--- config.mk ---
export PLATFORM = sky130hd
export DESIGN_NAME = bin2bcd_32_seq
export DESIGN_NICKNAME = d
export VERILOG_FILES = /design/src/rtl/bin2bcd_32_seq.sv
export SDC_FILE = /design/constraint.sdc
export NUM_CORES = 1
export LEC_CHECK = 0
export CAP_MARGIN = 20
export CORE_ASPECT_RATIO = 0.5
export CORE_MARGIN = 5
export CORE_UTILIZATION = 49
export DETAILED_ROUTE_END_ITERATION = 6
export PLACE_DENSITY_LB_ADDON = 0.1
export SKIP_CTS_REPAIR_TIMING = 1
export SLEW_MARGIN = 20
export SYNTH_ARGS = -nofsm -noshare
export SYNTH_HDL_FRONTEND = slang
export SYNTH_SLANG_ARGS = --single-unit
--- constraint.sdc ---
create_clock -name clk -period 1.53 [get_ports clk]
set_input_delay 0.2295 -clock clk [delete_from_list [all_inputs] [get_ports clk]]
set_output_delay 0.2295 -clock clk [all_outputs]
set_load 0.03 [all_outputs]
--- src/rtl/bin2bcd_32_seq.sv ---
// Sequential binary to packed-BCD converter (double-dabble, one bit per clock).
// The BCD output register only changes on completion or reset, so downstream displays never see partial values.
module bin2bcd_32_seq #(
  parameter int BIN_W  = 32,
  parameter int DIGITS = 10
) (
  input  logic                  clk,
  input  logic                  rst_n,
  input  logic                  start,
  input  logic [BIN_W-1:0]      bin,
  output logic                  busy,
  output logic                  done,
  output logic                  valid,
  output logic [4*DIGITS-1:0]   BCD
);

  localparam int CNT_W = $clog2(BIN_W);
  localparam int BCD_W = 4 * DIGITS;

  typedef enum logic [1:0] {
    IDLE  = 2'd0,
    SHIFT = 2'd1,
    DONE  = 2'd2
  } state_t;

  state_t             state_q, state_d;
  logic [BIN_W-1:0]   bin_sr_q, bin_sr_d;
  logic [BCD_W-1:0]   scratch_q, scratch_d;
  logic [CNT_W-1:0]   cnt_q, cnt_d;
  logic [BCD_W-1:0]   bcd_q, bcd_d;
  logic               done_q, done_d;
  logic               valid_q, valid_d;
  logic [BCD_W-1:0]   corr_s;

  // Every digit >= 5 gets +3 so the following left shift carries into the next digit correctly.
  function automatic logic [BCD_W-1:0] add3_correct(input logic [BCD_W-1:0] s);
    logic [BCD_W-1:0] r;
    r = s;
    for (int i = 0; i < DIGITS; i++) begin
      if (s[4*i +: 4] >= 4'd5) begin
        r[4*i +: 4] = s[4*i +: 4] + 4'd3;
      end else begin
        r[4*i +: 4] = s[4*i +: 4];
      end
    end
    return r;
  endfunction

  assign corr_s = add3_correct(scratch_q);

  // Next-state and datapath decode for the conversion FSM.
  always_comb begin
    state_d   = state_q;
    bin_sr_d  = bin_sr_q;
    scratch_d = scratch_q;
    cnt_d     = cnt_q;
    bcd_d     = bcd_q;
    done_d    = 1'b0;
    valid_d   = valid_q;
    case (state_q)
      IDLE: begin
        if (start) begin
          bin_sr_d  = bin;
          scratch_d = '0;
          cnt_d     = '0;
          state_d   = SHIFT;
        end else begin
          state_d   = IDLE;
        end
      end
      SHIFT: begin
        scratch_d = {corr_s[BCD_W-2:0], bin_sr_q[BIN_W-1]};
        bin_sr_d  = {bin_sr_q[BIN_W-2:0], 1'b0};
        cnt_d     = cnt_q + CNT_W'(1);
        if (cnt_q == CNT_W'(BIN_W - 1)) begin
          state_d = DONE;
        end else begin
          state_d = SHIFT;
        end
      end
      DONE: begin
        bcd_d   = scratch_q;
        done_d  = 1'b1;
        valid_d = 1'b1;
        state_d = IDLE;
      end
      default: begin
        state_d = IDLE;
      end
    endcase
  end

  // State and datapath registers with synchronous active-low reset.
  always_ff @(posedge clk) begin
    if (!rst_n) begin
      state_q   <= IDLE;
      bin_sr_q  <= '0;
      scratch_q <= '0;
      cnt_q     <= '0;
      bcd_q     <= '0;
      done_q    <= 1'b0;
      valid_q   <= 1'b0;
    end else begin
      state_q   <= state_d;
      bin_sr_q  <= bin_sr_d;
      scratch_q <= scratch_d;
      cnt_q     <= cnt_d;
      bcd_q     <= bcd_d;
      done_q    <= done_d;
      valid_q   <= valid_d;
    end
  end

  assign busy  = (state_q != IDLE);
  assign done  = done_q;
  assign valid = valid_q;
  assign BCD   = bcd_q;

endmodule
==> metrics.md, run 1 <==
| Metric | Value |
|---|---|
| Io pins | `78` |
| Per-cell routed wire length | `14.1 µm` |
| Top_reg_cell synth | `dfxtp_1` |
| Setup TNS | `-65.6 ps` |
| Vias | `4594` |
| TritonCTS clock tree | `yes` |
| Status | `finished, violations left` |
| Initial Utilization | `0.503` |
| Root Buffer | `clkbuf_16` |
| Largest net degree at the start of global routing | `43` |
| Area delta synth->final | `33.7%` |
| Startpoint types | `register` |
| Max Cap Violations | `0` |
| Placeable Area | `11000 µm²` |
| Worst-path fanout max | `11` |
| Synth warn | `0` |
| Clock sink count | `121` |
| Crit path max-delay cell type | `dfxtp_2` |
| DRT Wirelength | `12400 µm` |
| CP Launch Point | `state_q[1]$_SDFF_PN0_` |
| Initial antenna violation count | `0` |
| Worst VDD drop | `0.731 mV` |
| Setup Viol. Count Final | `1` |
| Post-Syn Area | `5540 µm²` |
| RSZ-0062 raised after global routing | `yes` |
| Max-slew violations | `0` |
| Fin. Hold Viols | `0` |
| Final Core Density | `0.672` |
| I/O Buffers | `77` |
| Die area | `13700 µm²` |
| CTS buffer count | `17` |
| Drt pass-1 iters | `4` |
| Via/cell ratio | `5.22` |
| Worst Clk Skew | `6.60 ps` |
| Crit path required time | `1300 ps` |
| Post-DP HPWL | `7660 µm` |
| H-tree depth | `4` |
| Antenna fix cells | `0` |
| Endpoint, Worst Hold | `valid$_SDFFE_PN0P_` |
| Avg Synthesized Cell Area | `8.83 µm²` |
| # DRC | `0` |
| Total gr overflow | `0` |
| Reg2reg path depth | `6` |
| List of most frequent post-synthesis cells | `dfxtp_1, nand2_1, nor2_1` |
| Synth top area share | `0.438` |
| DR iter-0 viols | `187` |
| Clock Path Buffers | `2` |
| Final WS setup | `-65.6 ps` |
| Power per Cell Area | `1100 nW/µm²` |
| Worst slew margin | `0.780` |
| Tmin final | `1600 ps` |
| Cells after synthesis | `627` |
| Register area share after synthesis | `0.438` |
| Antenna Violating Nets Remaining | `0` |
| Fin nets | `779` |
| Pleak | `0.00345 µW` |
| Worst endpoint data arrival time | `1370 ps` |
| Dpl ws | `-117 ps` |
| Cells along the critical path | `buf_6 -> or2_2 -> buf_4` |
| Worst min path class | `primary input to register` |
| Crit share post-route | `1.04` |
| Count of different cell masters after synthesis | `38` |
| Core Rows | `27` |
| Syn Nets | `684` |
| EDFF count, synth | `0` |
| Violated checks | `setup timing` |
| Gr usage total | `0.185` |
| Worst Tran Pin Value | `330 ps` |
| Largest cells by area after synthesis | `dfxtp_1, nand2_1, a21boi_0, ha_1, nor2_1` |
| Clk slew on worst S/H paths | `50 ps` |
| Critical Setup Path Class | `register to primary output` |
| Most frequent cell after synthesis | `dfxtp_1` |
| Chip Width | `160 µm` |
| First-pass GRT wire length | `20900 µm` |
| Share of cells above drive strength 1 | `0.182` |
| Family with the most delay on the worst path | `flip-flops` |
| FILL cells | `927` |
| Die height | `85.2 µm` |
| R2R Setup Slk | `50 ps` |
| Reg2reg start | `scratch_q[12]$_SDFFE_PN0P_` |
| Worst hold path cell count | `3` |
| Achievable frequency | `0.627 GHz` |
| Buffer and inverter count on the worst path | `2` |
| RR Endpoint | `scratch_q[14]$_SDFFE_PN0P_` |
| Vias in the first global route | `4499` |
| Power Total | `8160 µW` |
| Asr flop ratio synth | `0` |
| Crit-path max cell delay | `340 ps` |
| Synth area leader | `dfxtp_1` |
| GPL Wtd Cong | `0.776` |
| Seq cells post-synth | `121` |
| Skew-Pair Late Insertion Delay | `410 ps` |
| CP endpoint kind | `primary output` |
| Hold path startpoint | `rst_n` |
layout by cell type, fill, tap and decap left out, types with 16 or more instances in the layout:
master           netlist  final
dlymetal6s2s_1         0     42
nor2b_1               17     16
nand2_1              114    114
o221ai_1              18     18
clkdlybuf4s50_1        0     33
inv_1                 22     21
clkbuf_16              0     17
dfxtp_1              121    116
ha_1                  22     18
nor2_1                48     47
buf_4                  8     34
a21boi_0              46     46
o21ai_0               32     29
a21oi_1               24     16
worst max-delay path by stage:
| stage | to | slack [ps] | cells past startpoint |
|---|---|---|---|
| after floorplan | scratch_q[10]$_SDFFE_PN0P_ | 60 | 6 |
| after global placement | cnt_q[3]$_SDFFE_PN0P_ | -120 | 5 |
| after detailed placement | cnt_q[3]$_SDFFE_PN0P_ | -120 | 5 |
| after CTS | BCD[8] | -160 | 1 |
| after global routing | busy | -110 | 3 |
| final | busy | -70 | 3 |
kinds of logic after synthesis:
logic type,Yosys count,synth area share
xor gates and xnor gates,19,0.0301
AOI/OAI and AO/OA,163,0.212
adders and majority gates,22,0.0497
muxes,11,0.0222
and+or+nand+nor,225,0.179
DFF,121,0.438
buffers and inverters,66,0.0685
stage by stage:
step           cells  hold WS (ps)  cell area (µm²)
6_report         880           306             7400
5_1_grt          880           319             7400
4_1_cts          878           297             7210
3_5_place_dp     846           443             6580
3_3_place_gp     846           444             6580
2_1_floorplan    627           431             5540
report_power, final:
group / switching [µW] / internal (µW) / total (µW)
clock network: 1460 / 2850 / 4310
registers: 49.9 / 3240 / 3290
logic: 275 / 282 / 557
total: 1780 / 6380 / 8160
layout make-up:
type | count | area (µm²) | area share
clock buffers | 21 | 470 | 0.0635
inverters | 22 | 82.6 | 0.0112
flip-flops and latches | 121 | 2430 | 0.328
well taps | 145 | 181 | 0.0245
clock inverters | 11 | 168 | 0.0226
repair buffers | 119 | 1280 | 0.173
multi-input cells | 441 | 2790 | 0.377
routing by layer:
layer	global-route usage	share of wire
met1	0.230	0.48
met2	0.315	0.47
met3	0.0432	0.038
met4	0.0742	0.016
met5	0	0
registers in the layout, indices dropped and copies added (netlist names):
signal and count:
state_q 2, scratch_q 40, valid 1, bin_sr_q 32
cnt_q 5, BCD 40, done 1
tightest hold or removal path: stages:
cell    delay, ps
buf_2         140
buf_4         190
o21a_1        110
Note: power is estimated with default switching activity, not from simulation.
==> run 2, diff against run 1 <==
Settings changed: CELL_PAD_IN_SITES_DETAIL_PLACEMENT set to 1, CELL_PAD_IN_SITES_GLOBAL_PLACEMENT set to 2, CORE_UTILIZATION 49 to 30.
==> metrics.md, run 2 (synthesized netlist as in run 1, its figures left out) <==
| Metric | Value |
|---|---|
| Status | `finished, violations left` |
| Violated checks | `setup timing` |
| Post-DP HPWL | `9480 µm (+24%)` |
| Cells along the critical path | `buf_6 -> or2_4 -> buf_6` |
| Antenna Violating Nets Remaining | `0 (unchanged)` |
| DR iter-0 viols | `105 (-44%)` |
| Core Rows | `35 (+30%)` |
| Final Core Density | `0.410 (-0.262)` |
| Worst hold path cell count | `3 (unchanged)` |
| Die height | `106 µm (+25%)` |
| RR Endpoint | `scratch_q[22]$_SDFFE_PN0P_` |
| Per-cell routed wire length | `14.3 µm (+1.3%)` |
| Crit path required time | `1300 ps (about the same)` |
| Reg2reg start | `scratch_q[20]$_SDFFE_PN0P_` |
| Drt pass-1 iters | `4 (unchanged)` |
| Crit-path most repeated cell | `buf_6` |
| Commonest non-fill, non-tap cell in the layout | `nand2_1` |
| Cell Area, Placed | `6740 µm² (+2.5%)` |
| Root Buffer | `clkbuf_16` |
| Design area | `7490 µm² (+1.2%)` |
| Worst-path fanout max | `11 (unchanged)` |
| Crit share post-route | `1.01 (-0.0377)` |
| Die area | `21400 µm² (+57%)` |
| RSZ-0062 raised after global routing | `yes` |
| Reg2reg path depth | `6 (unchanged)` |
| Antenna fix cells | `0 (unchanged)` |
| Setup TNS | `-7.81 ps (+57.7 ps)` |
| Switching Share | `0.237 (+0.0182)` |
| Seq pwr share | `0.430 (+0.027)` |
| Share of cells above drive strength 1 | `0.194 (+0.0115)` |
| First-pass GRT wire length | `24000 µm (+15%)` |
| R2R Setup Slk | `90 ps (+40 ps)` |
| Via/cell ratio | `4.71 (-9.7%)` |
| Io pins | `78 (unchanged)` |
| Initial antenna violation count | `0 (unchanged)` |
| Initial Utilization | `0.303 (-0.199)` |
| CTS buffer count | `17 (unchanged)` |
| Internal | `5840 µW (-8.4%)` |
| Tmin final | `1540 ps (-57.7 ps)` |
| Comb power frac | `0.075 (+0.007)` |
| Worst slew margin | `0.769 (-0.0102)` |
| Max-slew violations | `0 (unchanged)` |
| FF/Latch Area | `2440 µm² (+0.41%)` |
| Critical Setup Path Class | `register to primary output` |
| GPL Wtd Cong | `0.722 (-6.9%)` |
| Vias | `4609 (+0.33%)` |
| Achievable frequency | `0.650 GHz (+3.8%)` |
| Max Cap Violations | `0 (unchanged)` |
| Worst VDD drop | `0.738 mV (+0.85%)` |
| Final hold slack | `348 ps (+42.5 ps)` |
| Total gr overflow | `0 (unchanged)` |
| Skew-Pair Late Insertion Delay | `410 ps (about the same)` |
| Clock Path Buffers | `2 (unchanged)` |
| Clock network fraction of design power | `0.495 (-0.033)` |
| CP endpoint kind | `primary output` |
| Placeable Area | `18300 µm² (+66%)` |
| Clk slew on worst S/H paths | `60 ps (about the same)` |
| Chip Width | `202 µm (+26%)` |
| DRT Wirelength | `14000 µm (+13%)` |
| Fin. Hold Viols | `0 (unchanged)` |
| Pleak | `0.00342 µW (-1.0%)` |
| Multi-input gate area | `2800 µm² (about the same)` |
| Crit path max-delay cell type | `dfxtp_4` |
| Setup Viol. Count Final | `1 (unchanged)` |
| Power per Cell Area | `1020 nW/µm² (-7.3%)` |
| Worst min path class | `primary input to register` |
| Final WS setup | `-7.81 ps (+57.7 ps)` |
| Hold path startpoint | `rst_n` |
| Commonest cells after routing, fill and taps aside | `nand2_1, dfxtp_1, nor2_1` |
| H-tree depth | `4 (unchanged)` |
| Gr usage total | `0.136 (-0.0497)` |
| Worst Tran Pin Value | `345 ps (+15.3 ps)` |
| Endpoint, Worst Hold | `valid$_SDFFE_PN0P_` |
| Worst Clk Skew | `8.07 ps (+1.48 ps)` |
| Area delta synth->final | `35.4%` |
| Reported net switching power | `1810 µW (+1.6%)` |
| Family with the most delay on the worst path | `flip-flops` |
| FILL cells | `2105 (+130%)` |
| Clock sink count | `121 (unchanged)` |
| Crit-path max cell delay | `380 ps (+40 ps)` |
| TritonCTS clock tree | `yes` |
| Vias in the first global route | `4801 (+6.7%)` |
| Power Total | `7660 µW (-6.2%)` |
| Fin nets | `782 (+0.39%)` |
| I/O Buffers | `77 (unchanged)` |
| Largest net degree at the start of global routing | `41 (-4.7%)` |
| Startpoint types | `register` |
| Buffer and inverter count on the worst path | `2 (unchanged)` |
| Worst endpoint data arrival time | `1310 ps (-60 ps)` |
| # DRC | `0 (unchanged)` |
## run 2: how the worst max path moves through the flow
stage               cells past startpoint                 startpoint  slack [ps]                    endpoint
floorplan                               6  scratch_q[9]$_SDFFE_PN0P_          60  scratch_q[10]$_SDFFE_PN0P_
global placement                        5                      start        -130       cnt_q[3]$_SDFFE_PN0P_
detailed placement                      5                      start        -120       cnt_q[3]$_SDFFE_PN0P_
CTS                                     3      state_q[1]$_SDFF_PN0_        -210                        busy
global route                            3      state_q[0]$_SDFF_PN0_         -60                        busy
finish                                  3      state_q[0]$_SDFF_PN0_          -8                        busy
## run 2: per-stage QoR
step	worst slack, ps	instances
after floorplan	57.5	627
after global placement	-133	945
after detailed placement	-122	945
after CTS	-207	977
after global routing	-60.4	978
final	-7.81	978
## run 2: per-layer routing
layer	global-route usage	wire length (µm)
met1	0.181	7110
met2	0.215	6280
met3	0.0351	403
met4	0.0450	168
met5	0	0
## run 2: worst min-delay path, stage by stage
cell	delay, ps
buf_2	130
buf_4	230
o21a_1	130
## run 2: layout make-up
class,count,area share
sequential,121,0.325
timing repair buffer,123,0.176
inverter,22,0.0110
clock buffer,21,0.0615
tap,240,0.0401
multi-input combinational,440,0.373
clock inverter,11,0.0132
## run 2: power groups by stage
stage	clock network [µW]	registers [µW]	logic, µW
finish	3790	3300	575
global route	4070	3310	643
floorplan	0	3340	363
detailed placement	0	3360	579
CTS	3930	3300	582
global placement	0	3360	574
